### src/rtl/smc_lite_pkg.sv
// Shared types and helpers for the static memory controller external-bus sequencer.
// Holds the FSM state encoding, the access size codes and the beat-count arithmetic.
package smc_lite_pkg;

    typedef enum logic [1:0] {
        ST_IDLE   = 2'd0,
        ST_SETUP  = 2'd1,
        ST_STROBE = 2'd2,
        ST_HOLD   = 2'd3
    } smc_state_e;

    localparam logic [1:0] SZ_BYTE = 2'd0;
    localparam logic [1:0] SZ_HALF = 2'd1;
    localparam logic [1:0] SZ_WORD = 2'd2;

    // Size code 3 is reserved and behaves as a word.
    function automatic logic [2:0] size_bytes(input logic [1:0] size);
        logic [2:0] nb;
        case (size)
            SZ_BYTE: nb = 3'd1;
            SZ_HALF: nb = 3'd2;
            default: nb = 3'd4;
        endcase
        return nb;
    endfunction

    function automatic logic [2:0] beat_count(input logic [1:0] size, input int ext_bytes);
        int n;
        n = int'(size_bytes(size)) / ext_bytes;
        return (n < 1) ? 3'd1 : 3'(n);
    endfunction

endpackage

### src/rtl/smc_lane_steer.sv
// Combinational byte-lane steering between the 32-bit word lane image and the external bus.
// Zero latency; no flow control, pure mapping of enables, write data and read-data merge.
module smc_lane_steer #(
    parameter int EXT_DW = 16
) (
    input  logic [1:0]          acc_ofs_i,
    input  logic [2:0]          acc_bytes_i,
    input  logic [1:0]          wr_ofs_i,
    input  logic [31:0]         wr_word_i,
    output logic [EXT_DW/8-1:0] wr_be_n_o,
    output logic [EXT_DW-1:0]   wr_dat_o,
    input  logic [1:0]          rd_ofs_i,
    input  logic [EXT_DW/8-1:0] rd_be_n_i,
    input  logic [EXT_DW-1:0]   rd_dat_i,
    input  logic [31:0]         rd_word_i,
    output logic [31:0]         rd_word_o
);

    function automatic logic [1:0] lane_of(input logic [1:0] ofs, input int j);
        logic [1:0] jl;
        jl = j[1:0];
        return ofs + jl;
    endfunction

    function automatic logic lane_hit(input logic [1:0] lane, input logic [1:0] ofs,
                                      input logic [2:0] nbytes);
        logic [2:0] l;
        logic [2:0] lo;
        l  = {1'b0, lane};
        lo = {1'b0, ofs};
        return (l >= lo) && (l < lo + nbytes);
    endfunction

    always_comb begin
        wr_be_n_o = '1;
        wr_dat_o  = '0;
        rd_word_o = rd_word_i;
        for (int j = 0; j < EXT_DW / 8; j++) begin
            wr_be_n_o[j]       = ~lane_hit(lane_of(wr_ofs_i, j), acc_ofs_i, acc_bytes_i);
            wr_dat_o[8*j +: 8] = wr_word_i[{lane_of(wr_ofs_i, j), 3'b000} +: 8];
            if (!rd_be_n_i[j])
                rd_word_o[{lane_of(rd_ofs_i, j), 3'b000} +: 8] = rd_dat_i[8*j +: 8];
        end
    end

endmodule

### src/rtl/smc_mac_lite.sv
// External-bus sequencer: splits one AHB access into EXT_DW beats of SETUP, STROBE(ws+1), HOLD.
// Each beat takes ws+3 cycles; a new access is only taken in IDLE or in the final HOLD.
module smc_mac_lite
    import smc_lite_pkg::*;
#(
    parameter int EXT_DW = 16,
    parameter int WS_W   = 4
) (
    input  logic                hclk,
    input  logic                sys_reset,
    input  logic                new_access,
    input  logic                cs,
    input  logic [31:0]         addr,
    input  logic [1:0]          xfer_size,
    input  logic                n_read,
    input  logic [31:0]         write_data,
    input  logic [WS_W-1:0]     cfg_ws_rd,
    input  logic [WS_W-1:0]     cfg_ws_wr,
    input  logic [EXT_DW-1:0]   ext_data_in,
    output logic                smc_idle,
    output logic                smc_done,
    output logic                mac_done,
    output logic [31:0]         read_data,
    output logic [31:0]         ext_addr,
    output logic [EXT_DW-1:0]   ext_data_out,
    output logic                ext_data_oe,
    output logic                n_ext_cs,
    output logic                n_ext_oe,
    output logic                n_ext_we,
    output logic [EXT_DW/8-1:0] n_ext_be
);

    localparam int          EXT_BYTES  = EXT_DW / 8;
    localparam int          BEAT_SH    = $clog2(EXT_BYTES);
    localparam logic [31:0] ALIGN_MASK = ~(32'(EXT_BYTES) - 32'd1);

    smc_state_e           state_q;
    logic [1:0]           beat_q, beat_d;
    logic [WS_W-1:0]      wait_q, ws_q, ws_d;
    logic [31:0]          addr_q, addr_d, wdata_q, wdata_d;
    logic [1:0]           size_q, size_d;
    logic                 n_read_q, n_read_d;
    logic [2:0]           acc_bytes_d;
    logic [31:0]          read_data_q, rd_merged;
    logic [31:0]          ext_addr_q, ext_addr_d;
    logic [EXT_DW-1:0]    ext_data_out_q, wdat_d;
    logic [EXT_BYTES-1:0] n_ext_be_q, be_n_d;
    logic                 ext_data_oe_q, n_ext_cs_q, n_ext_oe_q, n_ext_we_q;
    logic                 last_beat, accept, enter_setup;

    assign last_beat   = ({1'b0, beat_q} == beat_count(size_q, EXT_BYTES) - 3'd1);
    assign accept      = new_access & cs &
                         ((state_q == ST_IDLE) | ((state_q == ST_HOLD) & last_beat));
    assign enter_setup = accept | ((state_q == ST_HOLD) & ~last_beat);

    // Context of the beat that starts at this edge, so the bus outputs can be registered.
    always_comb begin
        addr_d      = accept ? addr : addr_q;
        size_d      = accept ? xfer_size : size_q;
        n_read_d    = accept ? n_read : n_read_q;
        wdata_d     = accept ? write_data : wdata_q;
        ws_d        = accept ? (n_read ? cfg_ws_wr : cfg_ws_rd) : ws_q;
        acc_bytes_d = size_bytes(size_d);
        beat_d      = beat_q;
        if (accept)
            beat_d = '0;
        else if ((state_q == ST_HOLD) && !last_beat)
            beat_d = beat_q + 2'd1;
        ext_addr_d  = (addr_d & ALIGN_MASK) + (32'(beat_d) << BEAT_SH);
    end

    smc_lane_steer #(.EXT_DW(EXT_DW)) u_steer (
        .acc_ofs_i   (addr_d[1:0]),
        .acc_bytes_i (acc_bytes_d),
        .wr_ofs_i    (ext_addr_d[1:0]),
        .wr_word_i   (wdata_d),
        .wr_be_n_o   (be_n_d),
        .wr_dat_o    (wdat_d),
        .rd_ofs_i    (ext_addr_q[1:0]),
        .rd_be_n_i   (n_ext_be_q),
        .rd_dat_i    (ext_data_in),
        .rd_word_i   (read_data_q),
        .rd_word_o   (rd_merged)
    );

    always_ff @(posedge hclk) begin
        if (sys_reset) begin
            state_q        <= ST_IDLE;
            beat_q         <= '0;
            wait_q         <= '0;
            ws_q           <= '0;
            addr_q         <= '0;
            size_q         <= SZ_BYTE;
            n_read_q       <= 1'b0;
            wdata_q        <= '0;
            read_data_q    <= '0;
            ext_addr_q     <= '0;
            ext_data_out_q <= '0;
            n_ext_be_q     <= '1;
            ext_data_oe_q  <= 1'b0;
            n_ext_cs_q     <= 1'b1;
            n_ext_oe_q     <= 1'b1;
            n_ext_we_q     <= 1'b1;
        end else begin
            if ((state_q == ST_STROBE) && (wait_q == '0) && !n_read_q)
                read_data_q <= rd_merged;
            if (enter_setup) begin
                state_q        <= ST_SETUP;
                addr_q         <= addr_d;
                size_q         <= size_d;
                n_read_q       <= n_read_d;
                wdata_q        <= wdata_d;
                ws_q           <= ws_d;
                beat_q         <= beat_d;
                ext_addr_q     <= ext_addr_d;
                ext_data_out_q <= wdat_d;
                n_ext_be_q     <= be_n_d;
                ext_data_oe_q  <= n_read_d;
                n_ext_cs_q     <= 1'b0;
                n_ext_oe_q     <= 1'b1;
                n_ext_we_q     <= 1'b1;
            end else begin
                case (state_q)
                    ST_SETUP: begin
                        state_q    <= ST_STROBE;
                        wait_q     <= ws_q;
                        n_ext_oe_q <= n_read_q;
                        n_ext_we_q <= ~n_read_q;
                    end
                    ST_STROBE: begin
                        if (wait_q == '0) begin
                            state_q    <= ST_HOLD;
                            n_ext_oe_q <= 1'b1;
                            n_ext_we_q <= 1'b1;
                        end else begin
                            wait_q <= wait_q - WS_W'(1);
                        end
                    end
                    ST_HOLD: begin
                        state_q       <= ST_IDLE;
                        n_ext_cs_q    <= 1'b1;
                        ext_data_oe_q <= 1'b0;
                        n_ext_be_q    <= '1;
                    end
                    default: ;
                endcase
            end
        end
    end

    assign smc_idle     = (state_q == ST_IDLE);
    assign smc_done     = (state_q == ST_HOLD);
    assign mac_done     = (state_q != ST_IDLE) & last_beat;
    assign read_data    = read_data_q;
    assign ext_addr     = ext_addr_q;
    assign ext_data_out = ext_data_out_q;
    assign ext_data_oe  = ext_data_oe_q;
    assign n_ext_cs     = n_ext_cs_q;
    assign n_ext_oe     = n_ext_oe_q;
    assign n_ext_we     = n_ext_we_q;
    assign n_ext_be     = n_ext_be_q;

endmodule

### config.mk
export PLATFORM = sky130hd
export DESIGN_NAME = smc_mac_lite
export DESIGN_NICKNAME = d
export VERILOG_FILES = /design/src/rtl/smc_lite_pkg.sv /design/src/rtl/smc_lane_steer.sv /design/src/rtl/smc_mac_lite.sv
export SDC_FILE = /design/constraint.sdc
export NUM_CORES = 1
export LEC_CHECK = 0
export ABC_AREA = 1
export ABC_CLOCK_PERIOD_IN_PS = 3100
export CAP_MARGIN = 20
export CORE_AREA = 3 3 180 182
export DETAILED_ROUTE_END_ITERATION = 8
export DIE_AREA = 0 0 183 185
export GPL_TIMING_DRIVEN = 1
export HOLD_SLACK_MARGIN = 0.03
export SLEW_MARGIN = 20
export SYNTH_ARGS = -nofsm -noshare
export SYNTH_HDL_FRONTEND = slang
export SYNTH_SLANG_ARGS = --single-unit
### constraint.sdc
create_clock -name hclk -period 3.1 [get_ports hclk]
set_input_delay 0.62 -clock hclk [delete_from_list [all_inputs] [get_ports hclk]]
set_output_delay 0.62 -clock hclk [all_outputs]
set_load 0.01 [all_outputs]
==> results.toml <==
[cells_and_area]
multi_input_area_mm2 = 0.00379
layout_commonest_cell = "nand2_1"
num-fill-cells = 3269
finalNonFillerCells = 1679
final_cell_mix = "nand2_1 (237), nor2_1 (188), clkdlybuf4s50_1 (179), dfxtp_1 (162), inv_1 (95)"
ff_latch_area_mm2 = 0.00329
drive_gt1_frac = 0.114
diodes = 0
num-nets-final = 1379
synthToLayoutAreaGrowth_pct = 41.2

[critical_path]
arrival_ps = 3190
cp-startpoint = "state_q[0]"
cp-end-kind = "flop"
required_ps = 3410
r2r-start = "state_q[0]"
crit_type = "reg -> reg"
cp_max_fo = 4
worstSetupStartpointType = "flop"

[status]
outcome = "completed"

[placement]
port_buffers = 182
place_congestion = 0.852
pre_cts_slack_ps = -239
dp_hpwl_um = 17800
dp_cells = 1639

[floorplan]
core_area_mm2 = 0.0307
die_h_um = 185
ioPinCount = 184
num_rows = 64
start_util = 0.251
die_x_um = 183
dieArea_mm2 = 0.0339

[sta]
worst_pin_slew_ps = 797
slew_viol_final = 0
setup_viol = 0
period_minus_slack_ps = 2890
rsz0062_at_grt = "true"
hold_viol = 0
fin_skew_ps = 11.7
tns_ps = 0
finalWorstSetupSlack_ps = 215
slew_headroom = 0.468
whs_ps = 447
fmax_mhz = 347
fin_crit_sh = 0.931

[clock_network]
cts-root-buf = "clkbuf_16"
cts_htree_levels = 4
cts_tree = "done"
clock_sinks = 164
clock_path_buffers = 2
postCtsHoldBufs = 0
numCtsBuffers = 17
clk_latency_ps = 420
cts.clk_slew.worst_paths_ps = 70

[detailed_routing]
antenna_left = 0
first_iter_violations = 342
drt-total-wl_um = 24200
via_count = 7398
viasPerCell = 4.41
drc_errors = 0
drt_pre_antenna_iters = 5
avgRoutedWirePerCell_um = 14.4

[power_and_ir_drop]
p_leak_nw = 4.71
p_comb_frac = 0.292
power.total_mw = 6.79
seqPwrFrac = 0.361
switchingPower_mw = 2.23
p_int_mw = 4.56
p_clk_frac = 0.348
switching_share = 0.328
power.density_mw_per_mm2 = 623
peakVddDrop_mv = 0.335

[logic_synthesis]
netlist-cell-type-count = 49
synth-main-ff-cell = "dfxtp_1"
ys_seq_area_frac = 0.425
synth-seq-cells = 164
syn_avg_cell_area_um2 = 7.22
synth_edf_count = 0
synth_cells = 1069
async_flop_share = 0
syn_area_mm2 = 0.00772
synth_warnings = 0
syn_nets = 1178

[worst_hold_path]
hp-start = "ext_addr[24]"
hold_class = "reg -> reg"

[job]
drv_cap = 0

[global_routing]
first_global_vias = 7132
grt_pass1_wl_um = 38500
grt_max_degree = 80
antenna_found_initial = 1
grt_usage = 0.143
gr-total-overflow = 0
cell type report:
type / count / share of cell area
clock buffer: 18 / 0.0403
clock inverter: 14 / 0.0194
inverter: 112 / 0.0395
multi-input combinational: 746 / 0.348
sequential: 164 / 0.302
tap: 396 / 0.0455
timing repair buffer: 229 / 0.205
flip-flops by register name, indices dropped and copies added, names as in the netlist:
register,cells
ws_q,4
n_ext_oe,1
state_q,2
addr_q,32
n_ext_we,1
wdata_q,32
n_ext_be,2
size_q,2
n_ext_cs,1
read_data,32
ext_addr,31
wait_q,4
beat_q,2
ext_data_out,16
ext_data_oe,1
n_read_q,1
power by group through the flow:
stage | clock [mW] | sequential (mW) | combinational [mW]
after global placement | 0 | 2.49 | 1.90
after floorplan | 0 | 2.50 | 1.22
after global routing | 2.53 | 2.47 | 2.22
after CTS | 2.45 | 2.44 | 1.93
after detailed placement | 0 | 2.49 | 1.92
final | 2.36 | 2.45 | 1.98
worst max-delay path, stage by stage (launching register included):
cell,delay (ps)
dfxtp_4,390
inv_4,50
ha_4,160
inv_4,60
nand2_4,60
nand2_8,90
inv_4,30
or2_4,230
o21ai_4,60
inv_2,50
nor2_2,100
ha_2,170
inv_2,40
fa_1,490
ha_1,300
inv_1,50
nor2_1,30
o21ai_1,130
o2111ai_1,120
o21ai_1,90
nand2_1,60
Yosys cell counts (2+ instances only):
cell,count,area share
a211oi_1,3,0.0029
a21oi_1,31,0.020
a2bb2oi_1,2,0.0023
a31oi_1,2,0.0016
buf_1,3,0.0015
buf_2,13,0.0084
buf_4,7,0.0068
buf_6,5,0.0073
clkbuf_1,18,0.0088
dfxtp_1,164,0.43
fa_1,2,0.0052
ha_1,12,0.019
inv_1,102,0.050
inv_2,9,0.0044
mux2i_1,22,0.029
nand2_1,237,0.12
nand2_2,11,0.0089
nand2_4,2,0.0029
nand3_1,79,0.051
nand3b_1,9,0.0088
nand4_1,13,0.011
nor2_1,191,0.093
nor2_2,5,0.0041
nor2_4,10,0.015
nor3_1,6,0.0039
nor3_2,2,0.0026
nor3_4,2,0.0042
o211ai_1,6,0.0058
o21ai_0,60,0.039
o21ai_1,6,0.0039
o21ai_2,3,0.0034
o221ai_1,6,0.0068
o22ai_1,3,0.0024
or2_2,3,0.0024
xnor2_1,2,0.0023
xor2_1,5,0.0057
routing by layer:
metal	share of wire	vias up	GRT usage
met5	0.00054	-	0
li1	-	3816	-
met4	0.017	2	0.0335
met3	0.056	29	0.0326
met1	0.46	3338	0.187
met2	0.47	213	0.240
cells by family after synthesis:
| logic type | Yosys count | share of synthesized area |
|---|---|---|
| multiplexers | 22 | 0.0285 |
| flip-flops | 164 | 0.425 |
| buffers and inverters | 159 | 0.0892 |
| adder cells (fa/ha/maj) | 14 | 0.0246 |
| XOR/XNOR | 7 | 0.00794 |
| AO/OA/AOI/OAI | 127 | 0.0937 |
| other | 1 | 0.000486 |
| AND/OR/NAND/NOR | 575 | 0.330 |
timing repair:
action | in CTS | in global routing
endpoints found under the setup margin | 0 | 2
gates resized for setup | 0 | 18
buffers inserted | 0 | 8
worst paths after layout:
path,endpoint,slack [ps],cells past startpoint
worst min register to register,ext_addr[24],450,2
worst max-delay path,n_ext_be[0],210,20
worst max register to register,n_ext_be[0],210,20
worst min-delay path,ext_addr[24],450,2
stage by stage:
step,utilization,cell area [um2]
after floorplan,-,7750
after global placement,0.330,10100
after detailed placement,0.330,10100
after CTS,0.351,10800
after global routing,0.354,10900
final,0.354,10900
(Power assumes the default switching activity.)
==> edit, RTL diff (config.mk and constraints unchanged) <==
The parameter `WS_W` goes from 4 to 5.
--- a/src/rtl/smc_mac_lite.sv
+++ b/src/rtl/smc_mac_lite.sv
@@ -6,3 +6,3 @@
     parameter int EXT_DW = 16,
-    parameter int WS_W   = 4
+    parameter int WS_W   = 5
 ) (
Ports: changed (resized cfg_ws_rd and cfg_ws_wr); port bits go from 184 to 186. The function was not compared with the original's and may differ.
==> edit against the unedited design <==
Final cell count is 1.1% higher; sequential cell count grew 2; power barely moved; worst setup slack got worse by 0.015 ns; maximum frequency shrank 0.51%; design area is 0.54% higher; global-route usage decreased by 0.32 points; area after synthesis fell by 0.34%; routed wire length down 1.3%; synthesized cell count is 0.28% lower; largest cell class unchanged.
==> edit: results (changes against the unedited design) <==
Routing
  – Via density: 4.36 (-1.0%)
  – DR iter-0 viols: 298 (-13%)
  – Post-DR wirelength/cell: 14.0 microns (-2.4%)
  – DRT Pass-1 Iters: 4 (-1)

Global route
  – First-pass GRT wire length: 37.3 mm (-3.0%)
  – Initial antenna violation count: 0 (-1)
  – Largest net degree at the start of global routing: 53 (-34%)
  – Vias in the first global route: 7041 (-1.3%)
  – Total track usage: 13.9% (-0.32 points)

STA
  – # setup viols final: 0 (unchanged)
  – Worst relative slew slack: 43.9% (-3.0 points)
  – Max Clock Skew: 0.0142 ns (+0.00253 ns)

Placed design
  – Port Buffer Count: 184 (+1.1%)
  – Post-DP HPWL: 17.9 mm (+0.70%)
  – Place WS: -0.239 ns (+0.000493 ns)
  – DP Area: 0.0103 sq mm (+1.8%)
  – Gpl congestion: 0.865 (+1.5%)

Clock network
  – Worst-Skew Late Latency: 0.43 ns
  – Worst-path clk slew: 0.07 ns (about the same)
  – H-tree Lvls: 4 (unchanged)

Power
  – Internal power: 4.49 mW (-1.6%)
  – Leakage power: 4.75 nW (+0.99%)
  – VDD IR max: 0.380 mV (+13%)

Synth
  – Sequential area share after synthesis: 43.2% (+0.67 points)
  – Synth warnings: 0 (unchanged)
  – Post-synth net total: 1177 (-0.085%)
  – Post-synth cell types: 45 (-8.2%)
  – Top post-synthesis cells by area: dfxtp_1, nand2_1, nor2_1
  – Synth Flop Type: dfxtp_1
  – Synth cell count leaders: nand2_1, nor2_1, dfxtp_1
  – EDFF count, synth: 0 (unchanged)

Final layout
  – Layout net count: 1400 (+1.5%)
  – Fillers: 3256 (-0.40%)
  – Layout cell share with drive strength beyond 1: 11.8% (+0.45 points)
  – Diodes inserted: 0 (unchanged)

Critical path
  – Critical path arrival: 3.21 ns (+0.02 ns)
  – CP max FO: 6 (+2)

Min path
  – Hold Crit Class: reg2reg

Run status
  – Status: finished clean
[edit: cell types whose count changed in the layout (fill, tap and decap cells not counted), moves of 6 or more]
cell,before,now
nand3_1,79,65
mux2i_1,22,29
nor2_1,188,167
inv_1,95,125
nand2_1,237,214
a21oi_1,31,51
o21ai_1,6,12
buf_4,41,65
nor3_1,6,13
[edit: per-layer routing]
metal  share of wire (%)  global-route usage [%]  wire [microns]
met5                   0                       0               0
met4                0.87                    3.29             208
met3                 5.9                    3.97            1410
met2                  46                    22.9           10900
met1                  47                    18.2           11300
[edit: critical path, stage by stage, from the launching register on]
cell	delay (ns)
dfxtp_4	0.39
inv_1	0.09
ha_4	0.17
inv_2	0.07
nand2_4	0.07
nand2_8	0.07
clkinv_2	0.08
or2_2	0.27
o21ai_0	0.11
inv_1	0.08
nor2_1	0.11
ha_1	0.15
inv_1	0.05
fa_1	0.47
ha_1	0.29
inv_1	0.06
nor2_1	0.03
o21ai_1	0.12
a31oi_1	0.09
[edit: power groups by stage]
stage,registers (mW),logic (mW),clock network [mW]
after global placement,2.52,2.06,0
final,2.48,2.09,2.23
after detailed placement,2.53,2.09,0
after CTS,2.48,2.11,2.31
after floorplan,2.53,1.22,0
after global routing,2.51,2.33,2.39
[edit: final timing paths]
path / startpoint / end / depth (start not counted) / slack, ns
setup / recovery: state_q[1] / n_ext_be[0] / 18 / 0.20
hold / removal: read_data[24] / read_data[24] / 2 / 0.45
setup reg to reg: state_q[1] / n_ext_be[0] / 18 / 0.20
hold reg to reg: read_data[24] / read_data[24] / 2 / 0.45
[edit: layout make-up]
type                       instances  area (sq um)  share of cell area [%]
clock buffer                      17           425                    3.88
multi-input combinational        719          3650                    33.4
sequential                       166          3330                    30.4
clock inverter                    15           190                    1.74
timing repair buffer             250          2350                    21.5
tap                              396           495                    4.52
inverter                         135           508                    4.64
[edit: per-stage QoR]
stage          setup TNS [ns]  power, mW  instances
3_3_place_gp            -1.14       4.58       1666
5_1_grt                     0       7.23       1698
4_1_cts                     0       6.89       1698
6_report                    0       6.79       1698
3_5_place_dp            -2.37       4.62       1666
2_1_floorplan               0       3.76       1066
[edit: kinds of logic (layout without fill, tap and decap cells)]
group,Yosys count,in the layout,synth area share (%)
other,1,1,0.0488
AO/OA/AOI/OAI,156,156,11.3
buffers and inverters,181,417,9.83
XOR/XNOR,2,2,0.228
flip-flops,166,166,43.2
AND/OR/NAND/NOR,517,517,29.1
adder cells (fa/ha/maj),14,14,2.47
multiplexers,29,29,3.77
[edit: what timing repair did]
| item | 4_1_cts | 5_1_grt |
|---|---|---|
| setup buffers | 0 | 0 |
| endpoints found under the hold margin | 0 | 0 |
| resized for setup | 0 | 5 |
| endpoints found under the setup margin | 0 | 10 |
